### src/rtl/snn_tick_scheduler.sv
// Tick sequencer and programming-port owner for snn_core.
// Optional per-window spike rate output: define SCHED_RATE_WINDOW_EN.
module snn_tick_scheduler #(
  parameter int NUM_INPUTS   = 256,
  parameter int PERIOD_W     = 16,
  parameter int CNT_W        = 16,
  parameter int WINDOW_TICKS = 64
) (
  input  logic                clk,
  input  logic                rst,
  input  logic                run_en,
  input  logic [PERIOD_W-1:0] cfg_period,
  input  logic                host_wr_valid,
  output logic                host_wr_ready,
  input  logic [7:0]          host_wr_addr,
  input  logic [7:0]          host_wr_data,
  output logic                core_program_mode,
  output logic [7:0]          core_prog_addr,
  output logic [7:0]          core_prog_data,
  output logic                core_prog_wr_en,
  output logic                core_start_tick,
  input  logic                core_busy,
  input  logic                core_fire,
  output logic [CNT_W-1:0]    spike_count,
  output logic                tick_done,
  output logic                overrun,
  output logic                err_no_ack,
  output logic [CNT_W-1:0]    rate_out,
  output logic                rate_valid
);

  typedef enum logic [2:0] {
    S_IDLE, S_PROG_WR, S_PROG_GUARD, S_START, S_WAIT_BUSY, S_RUN
  } state_t;

  // WAIT_BUSY cycles after the start pulse before giving up: S+1..S+3
  localparam logic [1:0] ACK_WAIT = 2'd2;

  state_t              state;
  logic [PERIOD_W-1:0] period_cnt;
  logic                tick_pending;
  logic [1:0]          ack_timer;
  logic                expire;
  logic                take_tick;
  logic                wr_fire;
  logic [CNT_W-1:0]    count_next;
  logic                unused_params;

  assign unused_params = (NUM_INPUTS > 0) ^ (WINDOW_TICKS > 0);

  assign expire        = run_en && (period_cnt == cfg_period);
  assign take_tick     = (state == S_IDLE) && tick_pending;
  assign host_wr_ready = !rst && (((state == S_IDLE) && !tick_pending) ||
                                  (state == S_PROG_GUARD));
  assign wr_fire       = host_wr_valid && host_wr_ready;
  assign count_next    = (core_fire && (spike_count != '1)) ?
                         spike_count + CNT_W'(1) : spike_count;

  always_ff @(posedge clk) begin
    if (rst) begin
      period_cnt   <= '0;
      tick_pending <= 1'b0;
      overrun      <= 1'b0;
    end else if (!run_en) begin
      period_cnt   <= '0;
      tick_pending <= 1'b0;
    end else begin
      period_cnt <= expire ? '0 : period_cnt + PERIOD_W'(1);
      // A pending tick being taken this very cycle is not a miss.
      if (expire) begin
        if (tick_pending && !take_tick) overrun <= 1'b1;
        tick_pending <= 1'b1;
      end else if (take_tick) begin
        tick_pending <= 1'b0;
      end
    end
  end

`ifdef SCHED_RATE_WINDOW_EN
  localparam int WIN_W = (WINDOW_TICKS > 1) ? $clog2(WINDOW_TICKS) : 1;
  localparam logic [WIN_W-1:0] WIN_LAST = WIN_W'(WINDOW_TICKS - 1);
  logic [WIN_W-1:0] win_cnt;
`else
  assign rate_out   = '0;
  assign rate_valid = 1'b0;
`endif

  always_ff @(posedge clk) begin
    if (rst) begin
      state             <= S_IDLE;
      core_program_mode <= 1'b0;
      core_prog_addr    <= '0;
      core_prog_data    <= '0;
      core_prog_wr_en   <= 1'b0;
      core_start_tick   <= 1'b0;
      spike_count       <= '0;
      tick_done         <= 1'b0;
      err_no_ack        <= 1'b0;
      ack_timer         <= '0;
`ifdef SCHED_RATE_WINDOW_EN
      win_cnt           <= '0;
      rate_out          <= '0;
      rate_valid        <= 1'b0;
`endif
    end else begin
      core_start_tick <= 1'b0;
      core_prog_wr_en <= 1'b0;
      tick_done       <= 1'b0;
`ifdef SCHED_RATE_WINDOW_EN
      rate_valid      <= 1'b0;
`endif
      case (state)
        S_IDLE: begin
          if (tick_pending) begin
            state           <= S_START;
            core_start_tick <= 1'b1;
          end else if (wr_fire) begin
            state             <= S_PROG_WR;
            core_program_mode <= 1'b1;
            core_prog_wr_en   <= 1'b1;
            core_prog_addr    <= host_wr_addr;
            core_prog_data    <= host_wr_data;
          end
        end
        S_PROG_WR: state <= S_PROG_GUARD;
        S_PROG_GUARD: begin
          if (wr_fire) begin
            state           <= S_PROG_WR;
            core_prog_wr_en <= 1'b1;
            core_prog_addr  <= host_wr_addr;
            core_prog_data  <= host_wr_data;
          end else begin
            state             <= S_IDLE;
            core_program_mode <= 1'b0;
          end
        end
        S_START: begin
          state     <= S_WAIT_BUSY;
          ack_timer <= ACK_WAIT;
        end
        S_WAIT_BUSY: begin
          if (core_busy) begin
            state <= S_RUN;
          end else if (ack_timer == 2'd0) begin
            err_no_ack <= 1'b1;
            state      <= S_IDLE;
          end else begin
            ack_timer <= ack_timer - 2'd1;
          end
        end
        S_RUN: begin
          if (!core_busy) begin
            tick_done <= 1'b1;
            state     <= S_IDLE;
`ifdef SCHED_RATE_WINDOW_EN
            if (win_cnt == WIN_LAST) begin
              win_cnt     <= '0;
              rate_out    <= count_next;
              rate_valid  <= 1'b1;
              spike_count <= '0;
            end else begin
              win_cnt     <= win_cnt + WIN_W'(1);
              spike_count <= count_next;
            end
`else
            spike_count <= count_next;
`endif
          end
        end
        default: state <= S_IDLE;
      endcase
    end
  end

endmodule

### config.mk
export PLATFORM = sky130hd
export DESIGN_NAME = snn_tick_scheduler
export DESIGN_NICKNAME = d
export VERILOG_FILES = /design/src/rtl/snn_tick_scheduler.sv
export SDC_FILE = /design/constraint.sdc
export NUM_CORES = 1
export LEC_CHECK = 0
export CELL_PAD_IN_SITES_DETAIL_PLACEMENT = 2
export CELL_PAD_IN_SITES_GLOBAL_PLACEMENT = 2
export CORE_UTILIZATION = 29
export DETAILED_ROUTE_END_ITERATION = 16
export PLACE_DENSITY = 0.94
export SLEW_MARGIN = 40
export SYNTH_ARGS = -nofsm -noshare
export SYNTH_HDL_FRONTEND = slang
export SYNTH_SLANG_ARGS = --single-unit
export TNS_END_PERCENT = 5
### constraint.sdc
create_clock -name clk -period 3.9 [get_ports clk]
set_clock_uncertainty 0.2 [all_clocks]
set_input_delay 0.975 -clock clk [delete_from_list [all_inputs] [get_ports clk]]
set_output_delay 0.975 -clock clk [all_outputs]
set_load 0.02 [all_outputs]
==> results of run 1 <==
## per-layer routing
layer / wire [um] / global-route usage
met5: 0 / 0
met3: 501 / 0.0503
met4: 138 / 0.0622
met2: 4470 / 0.304
met1: 4120 / 0.217
## where the power goes
group | internal (mW) | switching [mW]
clock network | 0.260 | 0.244
logic | 0.0833 | 0.0895
registers | 0.629 | 0.0166
total | 0.972 | 0.350
## critical path, delay by kind of cell
family                 cells  cell delay (ns)
buffers and inverters      2             0.79
and+or+nand+nor            1             0.34
## stage by stage
stage / cells / area (um^2) / hold slack [ns] / total power [mW] / utilization
floorplan: 358 / 3070 / 0.277 / 0.760 / -
global placement: 535 / 3820 / 0.259 / 0.824 / 0.386
detailed placement: 535 / 3820 / 0.284 / 0.832 / 0.386
CTS: 550 / 3990 / 0.314 / 1.34 / 0.403
global route: 550 / 3990 / 0.333 / 1.39 / 0.403
finish: 550 / 3990 / 0.300 / 1.32 / 0.403
## sequential cells by signal, summed over array words and instances, names as in the netlist
| signal | count |
|---|---|
| tick_done | 1 |
| ack_timer | 2 |
| spike_count | 16 |
| core_prog_addr | 8 |
| core_prog_wr_en | 1 |
| core_start_tick | 1 |
| period_cnt | 16 |
| core_prog_data | 8 |
| err_no_ack | 1 |
| state | 3 |
| overrun | 1 |
| core_program_mode | 1 |
| tick_pending | 1 |
## cell families (layout without fill, tap and decap cells)
| kind of cell | after synthesis | after routing | synth area share |
|---|---|---|---|
| adder cells (fa/ha/maj) | 3 | 3 | 0.0125 |
| XOR/XNOR | 27 | 27 | 0.0787 |
| multiplexers | 17 | 17 | 0.0570 |
| other | 1 | 17 | 0.00125 |
| flip-flops | 60 | 60 | 0.399 |
| buffers and inverters | 48 | 107 | 0.0824 |
| AO/OA/AOI/OAI | 71 | 71 | 0.164 |
| AND/OR/NAND/NOR | 115 | 115 | 0.205 |
## final timing paths
kind              slack, ns                end  depth (start not counted)         startpoint
setup / recovery       0.61      host_wr_ready                          3                rst
setup reg to reg       1.37     spike_count[8]                          4           state[2]
hold reg to reg        0.30  core_prog_data[1]                          2  core_prog_data[1]
hold / removal         0.30  core_prog_data[1]                          2  core_prog_data[1]
## placed cells by master, fill, tap and decap left out, types with 2 or more instances in the layout
master	count
and4_1	3
buf_4	5
clkbuf_1	2
or2_2	2
nor3_1	5
ha_1	3
or3_1	5
nand3_1	11
conb_1	17
mux2i_1	16
clkdlybuf4s50_1	75
a21oi_1	18
nor2b_1	3
nand2b_1	5
a31oi_1	2
or3b_2	2
clkbuf_8	11
inv_1	11
xnor2_1	25
o31ai_1	9
and3_1	2
or4_1	9
xor2_1	2
nor2_1	33
nand2_1	13
dfxtp_1	60
clkinv_2	2
nand4_1	8
o21ai_0	8
o41ai_1	6
nor4_1	10
a211oi_1	16
## cells in the mapped netlist (5+ instances only)
cell,instances
inv_1,11
mux2i_1,16
xnor2_1,25
nand3_1,11
or3_1,5
o21ai_0,8
nor4_1,10
nand4_1,8
nand2_1,13
o41ai_1,6
nand2b_1,5
dfxtp_1,60
clkbuf_1,17
buf_4,17
a21oi_1,18
nor2_1,33
or4_1,9
o31ai_1,9
nor3_1,6
a211oi_1,16
## layout make-up
class / count / area (um^2)
Tap cell: 133 / 166
Inverter: 11 / 41.3
Sequential cell: 60 / 1200
Fill cell: 1095 / 5920
Clock inverter: 2 / 10.0
Multi-Input combinational cell: 250 / 1620
Timing Repair Buffer: 81 / 793
Clock buffer: 13 / 159
==> qor.yml, run 1 <==
status:
  outcome: "complete, no violations"
grt:
  grt_overflow: 0
  grt_max_degree: 45
  antenna_found_initial: 0
  grt_pass1_vias: 3090
  track_usage: 0.180
  grt_pass1_wl_um: 15700
routing:
  antenna_left: 0
  routed_wl_um: 9230
  vias: 2821
  first_pass_iters: 4
  dr.first_iter.drc_count: 69
  wire_per_inst_um: 16.8
  viasPerCell: 5.13
  drcViolationCount: 0
timing:
  fin_crit_sh: 0.844
  setup_viol: 0
  relSlewSlack: 0.591
  finalHoldViolCount: 0
  fin_tns_setup_ns: 0
  rsz0062_at_grt: "false"
  final.setup.worst_slack_ns: 0.610
  final.min_clock_period_ns: 3.29
  drv_slew: 0
  worst_pin_slew_ns: 0.612
  max_clock_freq_ghz: 0.304
clocking:
  cts_max_level: 3
  cts-root-buf: "clkbuf_8"
  postCtsHoldBufs: 0
  insertion_delay_ns: 0.34
  cts.sinks: 60
  post_cts_resize_count: 0
  cts_tree: "yes"
  clk_pin_slew_ns: 0.07
  cts-buffers-inserted: 9
  cts_buffer_depth: 2
  cts_setup_buffers: 0
synthesis:
  synth_area_um2: 3010
  synth_top_flop_cell: "dfxtp_1"
  yosys-top-cells-area: "dfxtp_1, xnor2_1, mux2i_1, buf_4, nor2_1"
  synth_edf_count: 0
  ys_warn_count: 0
  synth_seq_cells: 60
  yosysTopAreaCell: "dfxtp_1"
  synth_area_per_cell_um2: 8.79
  synth.distinct_cells: 46
  synth.top_cell.area_share: 0.400
  yosysSeqAreaShare: 0.400
  synthCells: 342
  synth-async-reset-ratio: 0
critical_path:
  worstSetupPathType: "in2out"
  crit_slowest_cell: "clkdlybuf4s50_1"
  cpPeakStageDelay_ns: 0.68
  crit_chain: "clkbuf_2 -> nor4_1 -> clkdlybuf4s50_1"
  crit_path_start_kind: "primary input"
  critPathArrivalTime_ns: 2.12
  endpoint_kind: "output pin"
  required_ns: 2.72
  path_max_fanout: 2
layout:
  drive_above_1_share: 0.0671
  diodes: 0
  nets: 454
  area_growth_pct: 32.8
floorplan:
  rows: 36
  dieHeight_um: 104
  ios: 94
  fp.coreArea_um2: 9910
  dieArea_um2: 10800
  start_util: 0.303
  die_w_um: 104
placement:
  hpwl_um: 6640
  io_buffer_count: 76
  preCtsSetupSlack_ns: 0.476
  gp_congestion: 0.777
min_path:
  hp-class: "reg2reg"
flow_run:
  max_cap_violations: 0
pwr:
  p_leak_nw: 1.30
  powerDensity_nw_per_um2: 331
  vdd_drop_max_v: 0.000135
(Power assumes the default switching activity.)
==> inputs of run 2 (changes only) <==
Settings changed: CORE_UTILIZATION 29 to 24, PLACE_DENSITY 0.94 to 0.84.
Clock period 3.9 ns to 2.83 ns, I/O delays scaled along.
==> run 2 against run 1 <==
  * Global-route usage decreased by 2.4 points
  * Routed wire length is 2.9% higher
  * Utilization is 5.3 points lower
  * Register-to-register slack got worse by 0.99 ns
  * Power grew 67%
  * Cell area is 6.3% higher
  * Via count increased by 0.71%
  * Cell count increased by 8.2%
  * Flip-flop and latch count is the same
  * Critical endpoint is now spike_count[13]
  * Highest routed layer unchanged
==> qor.yml, run 2 (synthesis results as in run 1) <==
status:
  outcome: "complete, no violations"
routing:
  vias: 2841
  routed_wl_um: 9500
  dr.first_iter.drc_count: 112
  antenna_left: 0
  wire_per_inst_um: 16.0
  drcViolationCount: 0
  viasPerCell: 4.77
  first_pass_iters: 6
timing:
  final.min_clock_period_ns: 2.70
  relSlewSlack: 0.655
  drv_slew: 0
  rsz0062_at_grt: "false"
  max_clock_freq_ghz: 0.370
  worst_pin_slew_ns: 0.518
  setup_viol: 0
  fin_crit_sh: 0.956
  finalHoldViolCount: 0
layout:
  postLayoutCellArea_um2: 4240
  final_cell_mix: "clkdlybuf4s50_1, dfxtp_1, nor2_1"
  diodes: 0
  drive_above_1_share: 0.0913
  area_growth_pct: 41.2
  nets: 464
  final_common_cell: "clkdlybuf4s50_1"
  reg_top3: "period_cnt (16), spike_count (16)"
placement:
  hpwl_um: 6750
  io_buffer_count: 76
  gp_congestion: 0.768
  placed_cell_area_um2: 3960
grt:
  grt_max_degree: 45
  grt_pass1_wl_um: 15600
  track_usage: 0.156
  grt_pass1_vias: 3082
  grt_overflow: 0
  antenna_found_initial: 0
critical_path:
  crit_path_start_kind: "primary input"
  r2r-end: "spike_count[14]"
  required_ns: 2.88
  critPathArrivalTime_ns: 2.76
  worstSetupPathType: "in2reg"
  rrSetupSlack_ns: 0.38
  endpoint_kind: "flip-flop"
  r2r_cells: 5
  path_max_fanout: 6
  r2r-start: "spike_count[1]"
clocking:
  cts_max_level: 3
  cts_tree: "yes"
  cts_setup_buffers: 0
  cts-root-buf: "clkbuf_16"
  cts.sinks: 60
  cts_buffer_depth: 2
  clk_pin_slew_ns: 0.05
  insertion_delay_ns: 0.33
  cts-buffers-inserted: 9
pwr:
  pwr-share-comb: 0.116
  internal-power_mw: 1.67
  vdd_drop_max_v: 0.000187
  seq_power_share: 0.401
  p_sw_mw: 0.534
  p_sw_frac: 0.242
  totalPowerFinal_mw: 2.21
  powerDensity_nw_per_um2: 520
  p_clk_frac: 0.483
  p_leak_nw: 1.41
floorplan:
  fp.coreArea_um2: 12100
  dieArea_um2: 13000
  dieHeight_um: 114
  ios: 94
  rows: 40
  die_w_um: 114
  start_util: 0.248
flow_run:
  max_cap_violations: 0
min_path:
  min_to: "err_no_ack"
  worstHoldStart: "err_no_ack"
  hp-class: "reg2reg"
  min_path_cells: 2
run 2: cell count changes in the layout (fill, tap and decap cells not counted):
| cell | previous run | this run |
|---|---|---|
| clkbuf_1 | 2 | 1 |
| clkbuf_2 | 1 | 0 |
| dlygate4sd2_1 | 0 | 1 |
| buf_12 | 0 | 1 |
| buf_4 | 5 | 14 |
| clkinv_2 | 2 | 1 |
| clkdlybuf4s50_1 | 75 | 74 |
| clkbuf_8 | 11 | 4 |
| buf_2 | 0 | 1 |
| clkbuf_16 | 0 | 9 |
run 2: critical path, stage by stage:
cell	delay, ns
clkdlybuf4s50_1	0.43
nand3b_1	0.25
or4_1	0.68
or4_1	0.52
a21oi_1	0.17
run 2: layout make-up:
| cell class | instances | area, um^2 |
|---|---|---|
| inverters | 11 | 41.3 |
| fillers | 1367 | 7870 |
| clock buffers | 14 | 284 |
| flip-flops and latches | 60 | 1200 |
| clock inverters | 1 | 5.00 |
| repair buffers | 91 | 880 |
| multi-input cells | 250 | 1620 |
| well taps | 168 | 210 |
run 2: stage by stage:
stage	TNS (ns)	setup slack, ns	hold slack (ns)	utilization	cells
after global routing	0	0.00243	0.332	0.350	595
after global placement	-1.08	-0.144	0.271	0.327	580
after detailed placement	-1.94	-0.222	0.288	0.327	580
after CTS	0	0.123	0.303	0.350	595
final	0	0.125	0.293	0.350	595
after floorplan	0	0.157	0.277	-	358
run 2: how the worst max path moves through the flow:
stage,cells past startpoint,start,endpoint
after floorplan,3,rst,host_wr_ready
after global routing,5,core_busy,spike_count[8]
after CTS,5,core_busy,spike_count[8]
final,5,core_busy,spike_count[13]
after detailed placement,5,core_busy,spike_count[8]
after global placement,5,core_busy,spike_count[14]
run 2: routing by layer:
metal / GRT usage / share of wire / vias to the layer above
li1: - / - / 1379
met1: 0.182 / 0.45 / 1383
met2: 0.275 / 0.49 / 69
met3: 0.0303 / 0.043 / 10
met4: 0.0701 / 0.015 / 0
met5: 0 / 0 / -
run 2: power by group through the flow:
stage	Clock [mW]	Sequential [mW]	Combinational, mW
4_1_cts	1.09	0.886	0.260
6_report	1.06	0.886	0.256
3_5_place_dp	0	0.902	0.257
2_1_floorplan	0	0.916	0.130
3_3_place_gp	0	0.901	0.249
5_1_grt	1.13	0.888	0.277
run 2: repair_timing:
action                                  in CTS  in global routing
endpoints found under the setup margin       1                  0
hold buffers                                 0                  0
gates resized for setup                      1                  0
==> RTL edit, RTL diff (settings of run 2) <==
Add an input register stage for `cfg_period`, without a reset; this delays it by one clock. The other inputs are not delayed to match.
--- a/src/rtl/snn_tick_scheduler.sv
+++ b/src/rtl/snn_tick_scheduler.sv
@@ -37,4 +37,10 @@
   localparam logic [1:0] ACK_WAIT = 2'd2;
 
+  logic [PERIOD_W-1:0] cfg_period_q;
+
+  always_ff @(posedge clk) begin
+    cfg_period_q <= cfg_period;
+  end
+
   state_t              state;
   logic [PERIOD_W-1:0] period_cnt;
@@ -49,5 +55,5 @@
   assign unused_params = (NUM_INPUTS > 0) ^ (WINDOW_TICKS > 0);
 
-  assign expire        = run_en && (period_cnt == cfg_period);
+  assign expire        = run_en && (period_cnt == cfg_period_q);
   assign take_tick     = (state == S_IDLE) && tick_pending;
   assign host_wr_ready = !rst && (((state == S_IDLE) && !tick_pending) ||
Formal check against the unedited RTL: not equivalent (Yosys sat finds a counterexample within 4 cycles, from zero or initial values and one cycle with rst high).
==> RTL edit against run 2 <==
- fmax grew 0.59%
- count of clock-buffer cells in the layout shrank 3
- hold slack lost 0.019 ns
- setup slack gained 0.016 ns
- final cell count grew 2.7%
- power grew 16%
- sequential cell count grew 16
- cell area grew 2.2%
- synthesized area grew 4.7%
- wire length shrank 11%
- sequential share of layout area grew 6.8 points
- largest cell class is now registers
==> RTL edit: results (changes against run 2) <==
| Metric | Value |
|---|---|
| DRT Pass-1 Iters | 4 (-2) |
| CP Data Arrival Time | 1.78 ns (-0.98 ns) |
| Worst Hold Depth | 1 (-1) |
| DRT Wirelength | 8480 um (-11%) |
| FF-to-FF End | spike_count[13]$_SDFFE_PP0P_ |
| Initial antenna violation count | 0 (unchanged) |
| Register area | 1520 um2 (+27%) |
| Iter 0 DRT Violations | 49 (-56%) |
| CP max-delay cell | clkdlybuf4s50_1 |
| Met3 wire length | 396 um (-4.1%) |
| Wl on met1 | 3490 um (-18%) |
| Share of layout cells above drive strength 1 | 5.92% (-3.2 points) |
| CTS max path bufs | 2 (unchanged) |
| Hold Slack | 0.275 ns (-0.0186 ns) |
| H-tree Lvls | 3 (unchanged) |
| Area contributors post-synth | dfxtp_1 48%, xor2_1 6.4%, nor2_1 5.1% |
| Sequential area share after synthesis | 48.3% (+8.4 points) |
| Via-per-instance ratio | 4.39 (-8.1%) |
| DPL Wire Length | 6420 um (-4.8%) |
| Synth Instances | 353 (+3.2%) |
| Biggest regs | cfg_period_q x16, period_cnt x16, spike_count x16 |
| Worst Hold Path EP | overrun$_SDFFE_PP0P_ |
| Post-DRT Antenna Nets | 0 (unchanged) |
| Layout Cells excl Fill | 611 (+2.7%) |
| Critical R2R Launch | state[2]$_SDFFE_PP0P_ |
| CP startpoint | rst |
| Placed Instance Area | 4060 um2 (+2.6%) |
| Antenna Cells | 0 (unchanged) |
| Synth cell count leaders | 76 x dfxtp_1, 43 x nor2_1, 26 x nand3_1 |
| Met2 Wirelength | 4500 um (-4.2%) |
| Status | finished clean |
| Crit Path Max Fanout | 2 (-4) |
| Pin count of the biggest net entering global routing | 34 (-24%) |
| Global-route usage over all layers | 13.7% (-1.8 points) |
| GPL Wtd Cong | 0.736 (-4.2%) |
| Worst vdd ir | 0.363 mV (+94%) |
| Fin nets | 476 (+2.6%) |
| Cells after DPL | 596 (+2.8%) |
| R2r setup slk | 0.71 ns (+0.33 ns) |
| Asr flop ratio synth | 0% (unchanged) |
| Vias in the first global route | 2,854 (-7.4%) |
| Dpl ws | -0.393 ns (-0.170 ns) |
| First-pass GRT wire length | 14,100 um (-9.3%) |
| LEAKAGE | 1.63 nW (+16%) |
| Synth unique cells | 39 (-15%) |
| Worst R2R Path Depth | 5 (unchanged) |
| Fillcell total | 1,480 (+8.3%) |
| Hold path start | overrun$_SDFFE_PP0P_ |
| CP peak stage delay | 0.49 ns (-0.19 ns) |
| Max_slew headroom | 56.3% (-9.1 points) |
-- RTL edit: how the worst max path moves through the flow --
stage | end | slack [ns] | depth (start not counted)
after floorplan | core_prog_addr[4]$_SDFFE_PP0P_ | 0.41 | 6
after global placement | host_wr_ready | -0.39 | 3
after detailed placement | host_wr_ready | -0.39 | 3
after CTS | host_wr_ready | 0.04 | 3
after global routing | host_wr_ready | 0.08 | 3
final | host_wr_ready | 0.14 | 3
-- RTL edit: timing repair --
action,CTS,global route
buffers inserted,0,0
gates resized for setup,5,1
pin swaps,0,0
endpoints found under the setup margin,1,1
-- RTL edit: kinds of logic (layout without fill, tap and decap cells) --
family          after synthesis  in the layout  synth area share (%)
xor+xnor                     40             40                  11.1
mux                           1              1                 0.318
buf+inv                      54            124                  8.74
fa+ha+maj                     3              3                  1.19
other cells                   1             17                 0.119
compound gates               47             47                  9.02
simple gates                131            131                  21.1
flops                        76             76                  48.3
-- RTL edit: power breakdown --
group          total [mW]  switching, mW  internal [mW]
Sequential           1.16         0.0341           1.13
Clock                1.05          0.443          0.611
Combinational       0.351          0.190          0.160
-- RTL edit: final cells by class --
cell class              instances  share of cell area, %
inverters                      26                   2.25
well taps                     172                   4.96
flip-flops and latches         76                   35.1
repair buffers                 83                   18.6
clock buffers                  11                   5.60
multi-input cells             239                   32.8
clock inverters                 4                  0.606
-- RTL edit: per-layer routing --
metal / global-route usage, % / vias to the layer above
li1: - / 1319
met1: 15.4 / 1306
met2: 24.6 / 50
met3: 4.88 / 6
met4: 3.54 / 0
met5: 0 / -
-- RTL edit: worst max-delay path, delay by kind of cell --
family / cells / cell delay [ns]
AO/OA/AOI/OAI: 1 / 0.35
buffers and inverters: 2 / 0.73
